--- config.mk ---
export PLATFORM = sky130hd
export DESIGN_NAME = uart_dbg_loader
export DESIGN_NICKNAME = d
export VERILOG_FILES = /design/src/rtl/uart_dbg_loader.sv
export SDC_FILE = /design/constraint.sdc
export NUM_CORES = 1
export LEC_CHECK = 0
export BUFFER_PORTS_ARGS = -buffer_cell sky130_fd_sc_hd__buf_2
export CAP_MARGIN = 25
export CORE_MARGIN = 4
export CORE_UTILIZATION = 40
export CTS_BUF_LIST = sky130_fd_sc_hd__clkbuf_8
export DETAILED_ROUTE_END_ITERATION = 12
export GPL_TIMING_DRIVEN = 0
export PLACE_DENSITY = 0.58
export SETUP_SLACK_MARGIN = 0.5
export SLEW_MARGIN = 20
export SYNTH_ARGS = -nofsm -noshare
export SYNTH_HDL_FRONTEND = slang
export SYNTH_SLANG_ARGS = --single-unit
--- constraint.sdc ---
create_clock -name clk -period 7.1 [get_ports clk]
set_clock_uncertainty 0.2 [all_clocks]
set_input_delay 1.42 -clock clk [delete_from_list [all_inputs] [get_ports clk]]
set_output_delay 1.42 -clock clk [all_outputs]
set_load 0.05 [all_outputs]
--- src/rtl/uart_dbg_loader.sv ---
// UART debug download responder: collects 35-byte indexed, CRC16-Modbus protected packets,
// writes their payload words to instruction memory and answers every packet with ACK or NACK.
module uart_dbg_loader #(
   parameter int unsigned CLKS_PER_BIT = 8,
   parameter logic [31:0] BASE_ADDR    = 32'h0,
   parameter int unsigned GAP_TIMEOUT  = 1024
) (
   input  logic        clk,
   input  logic        rst,
   input  logic        dbg_en,
   input  logic        uart_rx_pin,
   output logic        uart_tx_pin,
   output logic        mem_we,
   output logic [31:0] mem_addr,
   output logic [31:0] mem_wdata,
   output logic        cpu_hold,
   output logic        dl_done,
   output logic [31:0] file_size
);
   localparam int unsigned CW   = $clog2(CLKS_PER_BIT + 1);
   localparam int unsigned GW   = $clog2(GAP_TIMEOUT + 1);
   localparam logic [7:0]  ACK  = 8'h06;
   localparam logic [7:0]  NACK = 8'h15;

   typedef enum logic [1:0] {S_IDLE, S_RECV, S_CHECK, S_WRITE} state_t;

   function automatic logic [15:0] crc16_byte(input logic [15:0] crc, input logic [7:0] data);
      logic [15:0] c;
      c = crc ^ {8'h00, data};
      for (int i = 0; i < 8; i++) c = c[0] ? ((c >> 1) ^ 16'hA001) : (c >> 1);
      return c;
   endfunction

   logic          rx_s1_q, rx_s1_d, rx_s2_q, rx_s2_d, rx_s3_q, rx_s3_d;
   logic          rx_busy_q, rx_busy_d, rx_valid_q, rx_valid_d, rx_ferr_q, rx_ferr_d;
   logic [CW-1:0] rx_cnt_q, rx_cnt_d;
   logic [3:0]    rx_bit_q, rx_bit_d;
   logic [7:0]    rx_shift_q, rx_shift_d, rx_data_q, rx_data_d;

   state_t        state_q, state_d;
   logic [5:0]    byte_cnt_q, byte_cnt_d;
   logic [GW-1:0] gap_q, gap_d;
   logic [15:0]   crc_q, crc_d;
   logic [7:0]    exp_idx_q, exp_idx_d;
   logic [2:0]    word_q, word_d;

   logic          tx_busy_q, tx_busy_d, tx_pin_q, tx_pin_d;
   logic [CW-1:0] tx_cnt_q, tx_cnt_d;
   logic [3:0]    tx_left_q, tx_left_d;
   logic [8:0]    tx_frame_q, tx_frame_d;

   logic          mem_we_q, mem_we_d, dl_done_q, dl_done_d;
   logic [31:0]   mem_addr_q, mem_addr_d, mem_wdata_q, mem_wdata_d, file_size_q, file_size_d;

   logic [7:0]    pkt_mem [0:34];
   logic          buf_we, tx_start;
   logic [5:0]    buf_idx, wbase;
   logic [7:0]    tx_byte;
   logic [31:0]   offset;

   always_comb begin
      // NOTE: every variable gets its hold/default value before any branch, so no path
      // leaves one unassigned and no latch is inferred.
      rx_s1_d = uart_rx_pin;  rx_s2_d = rx_s1_q;  rx_s3_d = rx_s2_q;
      rx_busy_d = rx_busy_q;  rx_cnt_d = rx_cnt_q;  rx_bit_d = rx_bit_q;
      rx_shift_d = rx_shift_q;  rx_data_d = rx_data_q;
      rx_valid_d = 1'b0;  rx_ferr_d = 1'b0;
      state_d = state_q;  byte_cnt_d = byte_cnt_q;  gap_d = gap_q;
      crc_d = crc_q;  exp_idx_d = exp_idx_q;  word_d = word_q;
      tx_busy_d = tx_busy_q;  tx_pin_d = tx_pin_q;  tx_cnt_d = tx_cnt_q;
      tx_left_d = tx_left_q;  tx_frame_d = tx_frame_q;
      mem_we_d = 1'b0;  mem_addr_d = mem_addr_q;  mem_wdata_d = mem_wdata_q;
      dl_done_d = dl_done_q;  file_size_d = file_size_q;
      buf_we = 1'b0;  buf_idx = byte_cnt_q;  tx_start = 1'b0;  tx_byte = ACK;
      wbase = {1'b0, word_q, 2'b00};
      offset = ({24'd0, exp_idx_q - 8'd1} << 5) + {27'd0, word_q, 2'b00};

      // Receiver: bit 0 is the start bit, 1..8 data (LSB first), 9 the stop bit.
      if (!rx_busy_q) begin
         if (rx_s3_q && !rx_s2_q) begin
            rx_busy_d = 1'b1;
            rx_cnt_d  = CW'(CLKS_PER_BIT / 2 - 1);
            rx_bit_d  = 4'd0;
         end
      end else if (rx_cnt_q != '0) begin
         rx_cnt_d = rx_cnt_q - 1'b1;
      end else begin
         rx_cnt_d = CW'(CLKS_PER_BIT - 1);
         rx_bit_d = rx_bit_q + 4'd1;
         if (rx_bit_q == 4'd9) begin
            rx_busy_d = 1'b0;
            rx_bit_d  = 4'd0;
            if (rx_s2_q) begin
               rx_valid_d = 1'b1;
               rx_data_d  = rx_shift_q;
            end else begin
               rx_ferr_d = 1'b1;
            end
         end else if (rx_bit_q != 4'd0) begin
            rx_shift_d = {rx_s2_q, rx_shift_q[7:1]};
         end
      end

      case (state_q)
         S_IDLE, S_RECV: begin
            if (state_q == S_RECV) begin
               if (rx_busy_q) begin
                  gap_d = '0;
               end else if (gap_q == GW'(GAP_TIMEOUT - 1)) begin
                  state_d = S_IDLE;  byte_cnt_d = '0;  gap_d = '0;
               end else begin
                  gap_d = gap_q + 1'b1;
               end
            end
            if (rx_ferr_q) begin
               state_d = S_IDLE;  byte_cnt_d = '0;  gap_d = '0;
            end else if (rx_valid_q) begin
               buf_we = 1'b1;
               gap_d  = '0;
               if (byte_cnt_q == 6'd0) crc_d = 16'hFFFF;
               else if (byte_cnt_q <= 6'd32) crc_d = crc16_byte(crc_q, rx_data_q);
               if (byte_cnt_q == 6'd34) begin
                  state_d = S_CHECK;  byte_cnt_d = '0;
               end else begin
                  state_d = S_RECV;  byte_cnt_d = byte_cnt_q + 6'd1;
               end
            end
         end
         S_CHECK: begin
            state_d = S_IDLE;
            if (crc_q == {pkt_mem[34], pkt_mem[33]} && pkt_mem[0] == exp_idx_q) begin
               if (exp_idx_q == 8'd0) begin
                  file_size_d = {pkt_mem[29], pkt_mem[30], pkt_mem[31], pkt_mem[32]};
                  if (file_size_d == 32'd0) dl_done_d = 1'b1;
                  exp_idx_d = exp_idx_q + 8'd1;
                  tx_start  = 1'b1;
               end else begin
                  state_d = S_WRITE;  word_d = 3'd0;
               end
            end else begin
               tx_start = 1'b1;  tx_byte = NACK;
            end
         end
         S_WRITE: begin
            if (!dl_done_q && offset < file_size_q) begin
               mem_we_d    = 1'b1;
               mem_addr_d  = BASE_ADDR + offset;
               mem_wdata_d = {pkt_mem[wbase + 6'd4], pkt_mem[wbase + 6'd3],
                              pkt_mem[wbase + 6'd2], pkt_mem[wbase + 6'd1]};
               if (offset + 32'd4 >= file_size_q) dl_done_d = 1'b1;
            end
            word_d = word_q + 3'd1;
            if (word_q == 3'd7) begin
               state_d   = S_IDLE;
               exp_idx_d = exp_idx_q + 8'd1;
               tx_start  = 1'b1;
            end
         end
         default: state_d = S_IDLE;
      endcase

      // Transmitter: start bit goes out on the clock after the launch request.
      if (tx_start) begin
         tx_busy_d = 1'b1;  tx_pin_d = 1'b0;  tx_frame_d = {1'b1, tx_byte};
         tx_left_d = 4'd9;  tx_cnt_d = CW'(CLKS_PER_BIT - 1);
      end else if (tx_busy_q) begin
         if (tx_cnt_q != '0) begin
            tx_cnt_d = tx_cnt_q - 1'b1;
         end else if (tx_left_q == 4'd0) begin
            tx_busy_d = 1'b0;
         end else begin
            tx_pin_d   = tx_frame_q[0];
            tx_frame_d = {1'b1, tx_frame_q[8:1]};
            tx_left_d  = tx_left_q - 4'd1;
            tx_cnt_d   = CW'(CLKS_PER_BIT - 1);
         end
      end

      if (!dbg_en) begin
         state_d = S_IDLE;  byte_cnt_d = '0;  gap_d = '0;  buf_we = 1'b0;
         rx_busy_d = 1'b0;  rx_valid_d = 1'b0;  rx_ferr_d = 1'b0;
         tx_busy_d = 1'b0;  tx_pin_d = 1'b1;  mem_we_d = 1'b0;
      end
   end

   // NOTE: non-blocking assignments here so every flop updates from pre-edge values,
   // whatever order the statements are written in.
   always_ff @(posedge clk) begin
      if (rst) begin
         rx_s1_q <= 1'b1;  rx_s2_q <= 1'b1;  rx_s3_q <= 1'b1;
         rx_busy_q <= 1'b0;  rx_cnt_q <= '0;  rx_bit_q <= '0;
         rx_shift_q <= '0;  rx_data_q <= '0;  rx_valid_q <= 1'b0;  rx_ferr_q <= 1'b0;
         state_q <= S_IDLE;  byte_cnt_q <= '0;  gap_q <= '0;
         crc_q <= 16'hFFFF;  exp_idx_q <= '0;  word_q <= '0;
         tx_busy_q <= 1'b0;  tx_pin_q <= 1'b1;  tx_cnt_q <= '0;
         tx_left_q <= '0;  tx_frame_q <= '1;
         mem_we_q <= 1'b0;  mem_addr_q <= '0;  mem_wdata_q <= '0;
         dl_done_q <= 1'b0;  file_size_q <= '0;
      end else begin
         rx_s1_q <= rx_s1_d;  rx_s2_q <= rx_s2_d;  rx_s3_q <= rx_s3_d;
         rx_busy_q <= rx_busy_d;  rx_cnt_q <= rx_cnt_d;  rx_bit_q <= rx_bit_d;
         rx_shift_q <= rx_shift_d;  rx_data_q <= rx_data_d;
         rx_valid_q <= rx_valid_d;  rx_ferr_q <= rx_ferr_d;
         state_q <= state_d;  byte_cnt_q <= byte_cnt_d;  gap_q <= gap_d;
         crc_q <= crc_d;  exp_idx_q <= exp_idx_d;  word_q <= word_d;
         tx_busy_q <= tx_busy_d;  tx_pin_q <= tx_pin_d;  tx_cnt_q <= tx_cnt_d;
         tx_left_q <= tx_left_d;  tx_frame_q <= tx_frame_d;
         mem_we_q <= mem_we_d;  mem_addr_q <= mem_addr_d;  mem_wdata_q <= mem_wdata_d;
         dl_done_q <= dl_done_d;  file_size_q <= file_size_d;
      end
   end

   // NOTE: the packet buffer has no reset; every byte is rewritten by the current
   // packet before CHECK or WRITE reads it, so reset values would never be observed.
   always_ff @(posedge clk) begin
      if (buf_we) pkt_mem[buf_idx] <= rx_data_q;
   end

   assign uart_tx_pin = tx_pin_q;
   assign mem_we      = mem_we_q;
   assign mem_addr    = mem_addr_q;
   assign mem_wdata   = mem_wdata_q;
   assign dl_done     = dl_done_q;
   assign file_size   = file_size_q;
   assign cpu_hold    = dbg_en & ~dl_done_q;
endmodule

==> results of run 1 <==
flip-flops by register name (all words and copies together) (netlist names), 2 cells and up:
| signal | cells |
|---|---|
| tx_frame_q | 8 |
| tx_cnt_q | 4 |
| buf_idx | 6 |
| tx_left_q | 4 |
| crc_q | 16 |
| mem_wdata | 32 |
| state_q | 2 |
| exp_idx_q | 8 |
| pkt_mem | 280 |
| rx_shift_q | 8 |
| rx_cnt_q | 4 |
| rx_bit_q | 4 |
| rx_data_q | 8 |
| word_q | 3 |
| file_size | 32 |
| mem_addr | 11 |
| gap_q | 11 |
layout make-up:
cell class / instances / share of cell area (%)
Sequential cell: 451 / 53.71
Multi-Input combinational cell: 854 / 29.96
Clock buffer: 92 / 5.743
Tap cell: 607 / 3.445
Timing Repair Buffer: 90 / 2.792
Buffer: 93 / 2.315
Clock inverter: 50 / 1.368
Inverter: 37 / 0.6299
Antenna cell: 3 / 0.03405
power groups by stage:
stage / logic (mW) / registers, mW / clock network, mW
final: 0.0764 / 2.75 / 2.36
after global routing: 0.0804 / 2.75 / 2.54
after CTS: 0.0755 / 2.75 / 2.41
after detailed placement: 0.0754 / 2.81 / 0
after global placement: 0.0747 / 2.81 / 0
after floorplan: 0.0585 / 2.81 / 0
routing by layer:
layer  global-route usage, %  vias up  part of all wire, %
li1                        -     5636                    -
met1                   27.50     5983                   45
met2                   31.23      385                   46
met3                   5.005       77                  6.7
met4                   6.775        0                  2.5
met5                       0        -                    0
synthesized netlist by cell type, types with 20 or more instances:
cell type / count / area (um2)
inv_1: 37 / 138.9
nand2b_1: 21 / 131.4
mux2i_1: 80 / 800.8
edfxtp_1: 280 / 8408
a21oi_1: 69 / 345.3
xnor2_1: 35 / 306.5
nor4_1: 23 / 143.9
ha_1: 38 / 475.5
mux4_2: 64 / 1441
buf_4: 30 / 225.2
dfxtp_1: 171 / 3423
clkbuf_1: 35 / 131.4
nor3_1: 30 / 150.1
nand2_1: 47 / 176.4
nor2_1: 157 / 589.3
a211oi_1: 42 / 315.3
o21ai_0: 24 / 120.1
nand3_1: 39 / 195.2
xor2_1: 45 / 394.1
buf_2: 20 / 100.1
metrics by stage:
step                      hold slack (ns)  power [mW]  area [um2]
final                              0.2178       5.187       22050
after global routing               0.2310       5.372       22040
after CTS                          0.2223       5.241       22040
after detailed placement           0.1978       2.885       20470
after global placement             0.2059       2.884       20260
after floorplan                    0.1895       2.867       19090
worst reg2reg max path: stages, from the launching register on:
cell,delay (ns)
dfxtp_1,0.30
buf_2,0.20
nor4_2,0.42
nand3_1,0.14
xor2_1,0.50
inv_1,0.16
ha_1,0.32
and4_1,0.24
a221o_1,0.32
nand2_1,0.13
a21boi_2,0.12
nor2_1,0.16
clkbuf_1,0.54
o21ai_0,0.22
path summary, 6_finish.rpt:
| kind | from | end | slack (ns) | cells past startpoint |
|---|---|---|---|---|
| max reg2reg | exp_idx_q[2]$_SDFFE_PP0P_ | mem_wdata[30]$_SDFFE_PP0P_ | 2.99 | 13 |
| max | exp_idx_q[2]$_SDFFE_PP0P_ | mem_wdata[30]$_SDFFE_PP0P_ | 2.99 | 13 |
| min reg2reg | rx_s1_q$_SDFF_PP1_ | rx_s2_q$_SDFF_PP1_ | 0.22 | 1 |
| min | rx_s1_q$_SDFF_PP1_ | rx_s2_q$_SDFF_PP1_ | 0.22 | 1 |
cells by family (layout without fill, tap and decap cells):
logic type	count (synthesis)	count (layout)	synth area share, %
XOR/XNOR	83	83	3.942
other	1	24	0.01972
flip-flops	451	451	62.23
AND/OR/NAND/NOR	382	382	9.832
multiplexers	144	144	11.79
buffers and inverters	130	362	3.416
adder cells (fa/ha/maj)	38	38	2.501
AO/OA/AOI/OAI	186	186	6.265
==> results.ini, run 1 <==
[run_status]
status=finished, final reports clean

[power]
ir_drop_mv=0.1106
power_frac_seq_pct=53.1
p_clk_share_pct=45.4
pwr-share-comb_pct=1.5
power_density_mw_per_mm2=235.3
power_switching_mw=1.125
swShare_pct=21.68
leakagePower_nw=7.922
internal_power_mw=4.063

[die]
initial_core_util_pct=40.66
ioPinCount=104
core-area_mm2=0.04675
die_h_um=226.0
fp.dieArea_mm2=0.05108
die_w_um=226.0
rows=79

[drt]
wl_per_cell_um=22.43
ant_nets=0
vias=12080
dr.pass1.iters=5
drc=0
drt_iter0_markers=996
wl_mm=51.07
vias_per_cell=5.306

[logic_synthesis]
synth_flop_cell=edfxtp_1
ys_ff_latch=451
synth_edf_count=280
ys_async_sr_fraction_pct=0
synth_cell_types=65
ys_warn_count=0
syn_area_per_cell_um2=13.44
ys_seq_area_share_pct=62.23
syn_inst=1415
synthesis.area_mm2=0.01901

[clocking]
htree_levels=3
clock-sinks=451
root_buffer=clkbuf_8
cts_setup_buffers=0
clock_latency_ns=0.64
clock_path_buffers=3
path_clk_slew_ns=0.06
cts_tree=done
ctsHoldBuffers=0
numCtsBuffers=77
cts.repair.resized=0

[critical_path]
required_ns=7.39
slowest_delay_ns=0.54
cp_top_family=simple AND/OR/NAND/NOR gates
crit_chain=buf_2 -> nor4_2 -> nand3_1 -> xor2_1 -> inv_1 -> ha_1 -> and4_1 -> a221o_1 -> nand2_1 -> a21boi_2 -> nor2_1 -> clkbuf_1 -> o21ai_0
path_max_fanout=10
start_kind=register
critPathCaptureType=register
cp_num_buf_inv=3
arrival_ns=4.40
path_class=register to register
cp_slowest_cell=clkbuf_1

[final_layout]
drive_gt1_share_pct=20.70
mostFrequentLayoutCells=edfxtp_1 (280), dfxtp_1 (163), nor2_1 (157), buf_2 (102), clkbuf_8 (92)
syn2layout_area_growth_pct=15.97
nets=1646
ff_latch_area_mm2=0.01184
finalNonFillerCells=2277
multi_input_area_mm2=0.006606
fillers=4209
final_core_util_pct=47.16
layout_commonest_cell=edfxtp_1

[sta]
fmax_mhz=243.0
final_max_slew_viol_count=0
worst_slack_ns=2.986
finalSetupViolCount=0
rsz0062_at_grt=no
worstMarginPinSlew_ns=0.9006
slew_headroom_pct=39.96
fin_crit_sh_pct=57.95
setup_tns_ns=0
hold_viol=0
finalCriticalPeriod_ns=4.114

[global_route]
grt_pass1_vias=12010
grtUsageTotal_pct=19.99
grt_overflow=0
antenna_found_initial=2
grt_max_degree=36
grt_pass1_wl_mm=76.02

[place]
dp_cells=2132
place_ws_ns=3.045
routabilityCongestion=0.8695
dp_hpwl_mm=35.87
port_buffers=82

[flow_run]
max-cap-violations=0

[hold_path]
hold_path_class=register to register

Note: power is estimated with default switching activity, not from simulation.
==> inputs of run 2 (changes only) <==
--- a/config.mk
+++ b/config.mk
@@ -5,6 +5,7 @@
 export SDC_FILE = /design/constraint.sdc
 export NUM_CORES = 1
 export LEC_CHECK = 0
+export ABC_AREA = 1
 export BUFFER_PORTS_ARGS = -buffer_cell sky130_fd_sc_hd__buf_2
 export CAP_MARGIN = 25
 export CORE_MARGIN = 4
==> constraint.sdc (replaced) <==
create_clock -name clk -period 4.2 [get_ports clk]
set_clock_uncertainty 0.2 [all_clocks]
set_input_delay 0.84 -clock clk [delete_from_list [all_inputs] [get_ports clk]]
set_output_delay 0.84 -clock clk [all_outputs]
set_load 0.05 [all_outputs]
==> results.ini, run 2 <==
[logic_synthesis]
yosysTopAreaCellShare_pct=42.79
ys_async_sr_fraction_pct=0
synthesis.area_mm2=0.01965
synth_top_area_cell=edfxtp_1
synth_edf_count=280
synth_most_common_cell=edfxtp_1
synth_commonest_cells=edfxtp_1 (280), nand2_1 (270), nor2_1 (219), dfxtp_1 (171), a21oi_1 (154)
synth_cell_types=57
synth_flop_cell=edfxtp_1
ys_ff_latch=451
synth.area.top_cells=edfxtp_1 (43%), dfxtp_1 (17%), nand2_1 (5.2%), nor2_1 (4.2%), a21oi_1 (3.9%)
ys_seq_area_share_pct=60.21
syn_area_per_cell_um2=10.08
syn_inst=1950
ys_warn_count=0

[drt]
ant_nets=0
vias=14890
wl_per_cell_um=19.47
drc=0
dr.pass1.iters=6
wl_mm=55.66
vias_per_cell=5.209
drt_iter0_markers=1283

[die]
die_w_um=229.6
fp.dieArea_mm2=0.05273
ioPinCount=104
rows=80
initial_core_util_pct=40.81
die_h_um=229.6
core-area_mm2=0.04815

[final_layout]
fillers=4504
syn2layout_area_growth_pct=16.03
final_core_util_pct=47.36
largest_register_ffs=280
regMostFlops=pkt_mem
layout_commonest_cell=edfxtp_1
finalNonFillerCells=2858
antenna_cells=0
mostFrequentLayoutCells=edfxtp_1 (280), nand2_1 (268), nor2_1 (218), inv_1 (177), dfxtp_1 (161)
nets=2186
drive_gt1_share_pct=17.03

[critical_path]
timing.rr.end=mem_wdata[31]$_SDFFE_PP0P_
crit_chain=clkbuf_4 -> inv_2 -> clkbuf_4 -> clkbuf_4 -> ha_1 -> nor2_1 -> nand2_1 -> nand2_1 -> nand4_1 -> nand3_1 -> a21oi_1 -> inv_1 -> nand2_2 -> nand3_4 -> inv_6 -> clkbuf_4 -> nand2_1 -> nand2_2 -> nor2_1
crit_top_cell=clkbuf_4
r2r_slack_ns=0.67
start_kind=register
cp_top_family=buffers and inverters
cp_slowest_cell=dfxtp_1
arrival_ns=3.87
slowest_delay_ns=0.41
cp_num_buf_inv=7
reg2regPathDepth=19
critPathCaptureType=register
required_ns=4.54
path_class=register to register
path_max_fanout=10
worstReg2RegStart=word_q[0]$_SDFFE_PP0P_

[power]
power_density_mw_per_mm2=375.6
ir_drop_mv=0.2085
leakagePower_nw=8.764
p_total_mw=8.563

[sta]
hold_viol=0
finalSetupViolCount=0
setup_tns_ns=0
fin_crit_sh_pct=84.13
final_max_slew_viol_count=0
finalCriticalPeriod_ns=3.533
rsz0062_at_grt=no
fmax_mhz=283.0
worstMarginPinSlew_ns=0.9894
whs_ns=0.1915
slew_headroom_pct=33.80

[clocking]
clock_latency_ns=0.65
root_buffer=clkbuf_8
htree_levels=3
numCtsBuffers=75
clock_path_buffers=3
path_clk_slew_ns=0.06
clock-sinks=451
cts_tree=done
ctsHoldBuffers=0

[hold_path]
holdPathStages=2
hold_end=rx_s1_q$_SDFF_PP1_
hold_path_class=input pin to register
hold_start=uart_rx_pin

[global_route]
grt_overflow=0
grt_pass1_wl_mm=84.15
grt_max_degree=34
grtUsageTotal_pct=20.61
grt_pass1_vias=14390
antenna_found_initial=0

[place]
routabilityCongestion=0.8499
port_buffers=82
dp_hpwl_mm=39.91
dp_cells=2716

[flow_run]
max-cap-violations=0

[run_status]
status=finished, final reports clean

run 2: worst max path at each step:
stage / startpoint / to / slack (ns) / cells after the start
after floorplan: exp_idx_q[0]$_SDFFE_PP0P_ / dl_done$_SDFFE_PP0P_ / 1.33 / 17
after global placement: exp_idx_q[0]$_SDFFE_PP0P_ / mem_wdata[31]$_SDFFE_PP0P_ / -0.17 / 18
after detailed placement: exp_idx_q[0]$_SDFFE_PP0P_ / mem_wdata[31]$_SDFFE_PP0P_ / -0.24 / 18
after CTS: exp_idx_q[1]$_SDFFE_PP0P_ / mem_wdata[31]$_SDFFE_PP0P_ / 0.49 / 19
after global routing: exp_idx_q[3]$_SDFFE_PP0P_ / mem_wdata[31]$_SDFFE_PP0P_ / 0.46 / 20
final: word_q[0]$_SDFFE_PP0P_ / mem_wdata[31]$_SDFFE_PP0P_ / 0.67 / 19
run 2: metrics by stage:
stage,cell area [um2],worst slack (ns)
3_5_place_dp,21170,-0.2393
3_3_place_gp,20960,-0.1733
4_1_cts,22710,0.4903
5_1_grt,22800,0.4597
2_1_floorplan,19730,1.329
6_report,22800,0.6667
run 2: repair_timing:
action | 4_1_cts | 5_1_grt
setup endpoints to repair | 45 | 45
buffers inserted | 4 | 2
pin swaps | 0 | 2
resized for setup | 10 | 32
gates cloned | 0 | 0
run 2: cells by family after synthesis:
family          Yosys count  synth area share (%)
flops                   451                 60.21
xor+xnor                 53                 2.362
simple gates            669                 15.21
compound gates          461                 13.65
buf+inv                 277                 6.125
other cells               1               0.01908
fa+ha+maj                38                 2.420
run 2: where the power goes:
part           leakage, nW  switching, mW  internal (mW)
logic                 4.23          0.109         0.0327
clock network        0.857           1.77           1.99
registers             3.67        0.00271           4.65
total                 8.76           1.88           6.68
run 2: final cells by class:
class	instances	area (um2)	share of cell area, %
inverters	166	634.4	2.782
multi-input cells	1242	6758	29.64
well taps	656	820.8	3.600
repair buffers	97	685.7	3.007
plain buffers	111	596.8	2.618
clock buffers	89	1225	5.372
flip-flops and latches	451	11840	51.95
clock inverters	46	236.5	1.037
run 2: per-layer routing:
metal	up-vias	track usage, %	share of wire (%)
met5	-	0	0
met4	0	6.961	3.1
met3	105	4.299	6.8
met2	523	33.26	46
met1	7145	27.79	44
li1	7113	-	-
==> inputs of run 3 (changes only) <==
--- a/config.mk
+++ b/config.mk
@@ -5,7 +5,7 @@
 export SDC_FILE = /design/constraint.sdc
 export NUM_CORES = 1
 export LEC_CHECK = 0
-export ABC_AREA = 1
+export ABC_AREA = 0
 export BUFFER_PORTS_ARGS = -buffer_cell sky130_fd_sc_hd__buf_2
 export CAP_MARGIN = 25
 export CORE_MARGIN = 4
@@ -13,7 +13,7 @@
 export CTS_BUF_LIST = sky130_fd_sc_hd__clkbuf_8
 export DETAILED_ROUTE_END_ITERATION = 12
 export GPL_TIMING_DRIVEN = 0
-export PLACE_DENSITY = 0.58
+export PLACE_DENSITY = 0.6
 export SETUP_SLACK_MARGIN = 0.5
 export SLEW_MARGIN = 20
 export SYNTH_ARGS = -nofsm -noshare
==> constraint.sdc (replaced) <==
create_clock -name clk -period 3.25 [get_ports clk]
set_clock_uncertainty 0.2 [all_clocks]
set_input_delay 0.65 -clock clk [delete_from_list [all_inputs] [get_ports clk]]
set_output_delay 0.65 -clock clk [all_outputs]
set_load 0.05 [all_outputs]
==> results.ini, run 3 (same netlist as run 1, synthesis figures left out) <==
[final_layout]
regMostFlops=pkt_mem
largest_register_ffs=280
fillers=3978
mostFrequentLayoutCells=edfxtp_1 (280), dfxtp_1 (155), nor2_1 (119), buf_2 (94), clkbuf_8 (85)
final_core_util_pct=50.12
layout_commonest_cell=edfxtp_1
nets=1692
finalNonFillerCells=2317
drive_gt1_share_pct=30.49
syn2layout_area_growth_pct=23.26

[critical_path]
critPathCaptureType=register
arrival_ns=3.59
path_class=register to register
required_ns=3.59
start_kind=register
path_max_fanout=5
r2r_slack_ns=-0.002

[sta]
whs_ns=0.2177
worst_slack_ns=-0.002121
fin_crit_sh_pct=100.1
fmax_mhz=307.5
finalSetupViolCount=1
final_max_slew_viol_count=0
worstMarginPinSlew_ns=0.9853
hold_viol=0
finalCriticalPeriod_ns=3.252
slew_headroom_pct=34.31
rsz0062_at_grt=yes

[drt]
vias_per_cell=5.410
wl_per_cell_um=22.39
dr.pass1.iters=5
wl_mm=51.88
ant_nets=0
vias=12540
drc=0
drt_iter0_markers=1104

[flow_run]
max-cap-violations=0

[power]
power_density_mw_per_mm2=477.1
p_total_mw=11.18
ir_drop_mv=0.2773
leakagePower_nw=8.300

[clocking]
htree_levels=3
path_clk_slew_ns=0.06
clock_latency_ns=0.65
cts_tree=done
numCtsBuffers=75
clock-sinks=451
root_buffer=clkbuf_8
clock_path_buffers=3

[place]
place_ws_ns=-0.5839
routabilityCongestion=0.8784
dp_hpwl_mm=35.99
port_buffers=82
dp_cells=2132

[global_route]
grt_overflow=0
antenna_found_initial=2
grtUsageTotal_pct=20.21
grt_max_degree=35
grt_pass1_wl_mm=77.30
grt_pass1_vias=12570

[die]
rows=79
fp.dieArea_mm2=0.05108
initial_core_util_pct=40.66
die_h_um=226.0
ioPinCount=104
core-area_mm2=0.04675
die_w_um=226.0

[run_status]
violations=setup timing
status=finished, violations left

[hold_path]
hold_path_class=register to register

[run 3: worst max-delay path, stage by stage (launching register included)]
cell,delay [ns]
dfxtp_2,0.34
buf_8,0.12
inv_8,0.04
ha_4,0.17
nor3b_4,0.16
xnor2_2,0.27
inv_2,0.09
ha_2,0.17
a21o_1,0.15
a21o_1,0.17
a221o_1,0.33
nand2_2,0.13
a21bo_4,0.14
buf_12,0.12
buf_12,0.11
buf_12,0.11
a21oi_1,0.06
a211oi_1,0.27
[run 3: where the power goes]
| part | internal, mW | switching (mW) |
|---|---|---|
| clock | 2.72 | 2.28 |
| sequential | 6.01 | 0.00339 |
| combinational | 0.0411 | 0.129 |
[run 3: timing repair]
item / 4_1_cts / 5_1_grt
gates cloned: 1 / 2
hold buffers: 1 / 0
hold endpoints to repair: 1 / 0
resized for setup: 157 / 66
pin swaps: 28 / 19
endpoints found under the setup margin: 332 / 334
setup buffers: 35 / 9
[run 3: final cells by class]
cell class                 count  area (um2)  share of cell area [%]
clock inverter                51       329.1                   1.404
sequential                   451       11860                   50.60
multi-input combinational    854        7423                   31.68
timing repair buffer         138        1072                   4.576
buffer                        93       673.1                   2.872
inverter                      37       146.4                  0.6247
antenna                        1       2.502                 0.01068
tap                          607       759.5                   3.241
clock buffer                  85        1170                   4.992
[run 3: worst paths after layout]
check                                               start                         end  depth (start not counted)
worst max-delay path            exp_idx_q[0]$_SDFFE_PP0P_  mem_wdata[23]$_SDFFE_PP0P_                         17
worst min-delay path                   rx_s1_q$_SDFF_PP1_          rx_s2_q$_SDFF_PP1_                          1
worst max register to register  exp_idx_q[0]$_SDFFE_PP0P_  mem_wdata[23]$_SDFFE_PP0P_                         17
worst min register to register         rx_s1_q$_SDFF_PP1_          rx_s2_q$_SDFF_PP1_                          1
[run 3: layer usage]
metal	up-vias	wire [um]	GRT usage [%]
li1	5721	-	-
met1	6270	23020	27.97
met2	455	23860	31.41
met3	90	3647	4.641
met4	0	1346	7.404
met5	-	0	0
[run 3: through the flow]
stage | setup TNS, ns | area [um2]
finish | -0.002121 | 23440
global route | -1.307 | 23440
CTS | 0 | 23020
detailed placement | -21.59 | 20580
global placement | -18.33 | 20380
floorplan | 0 | 19210
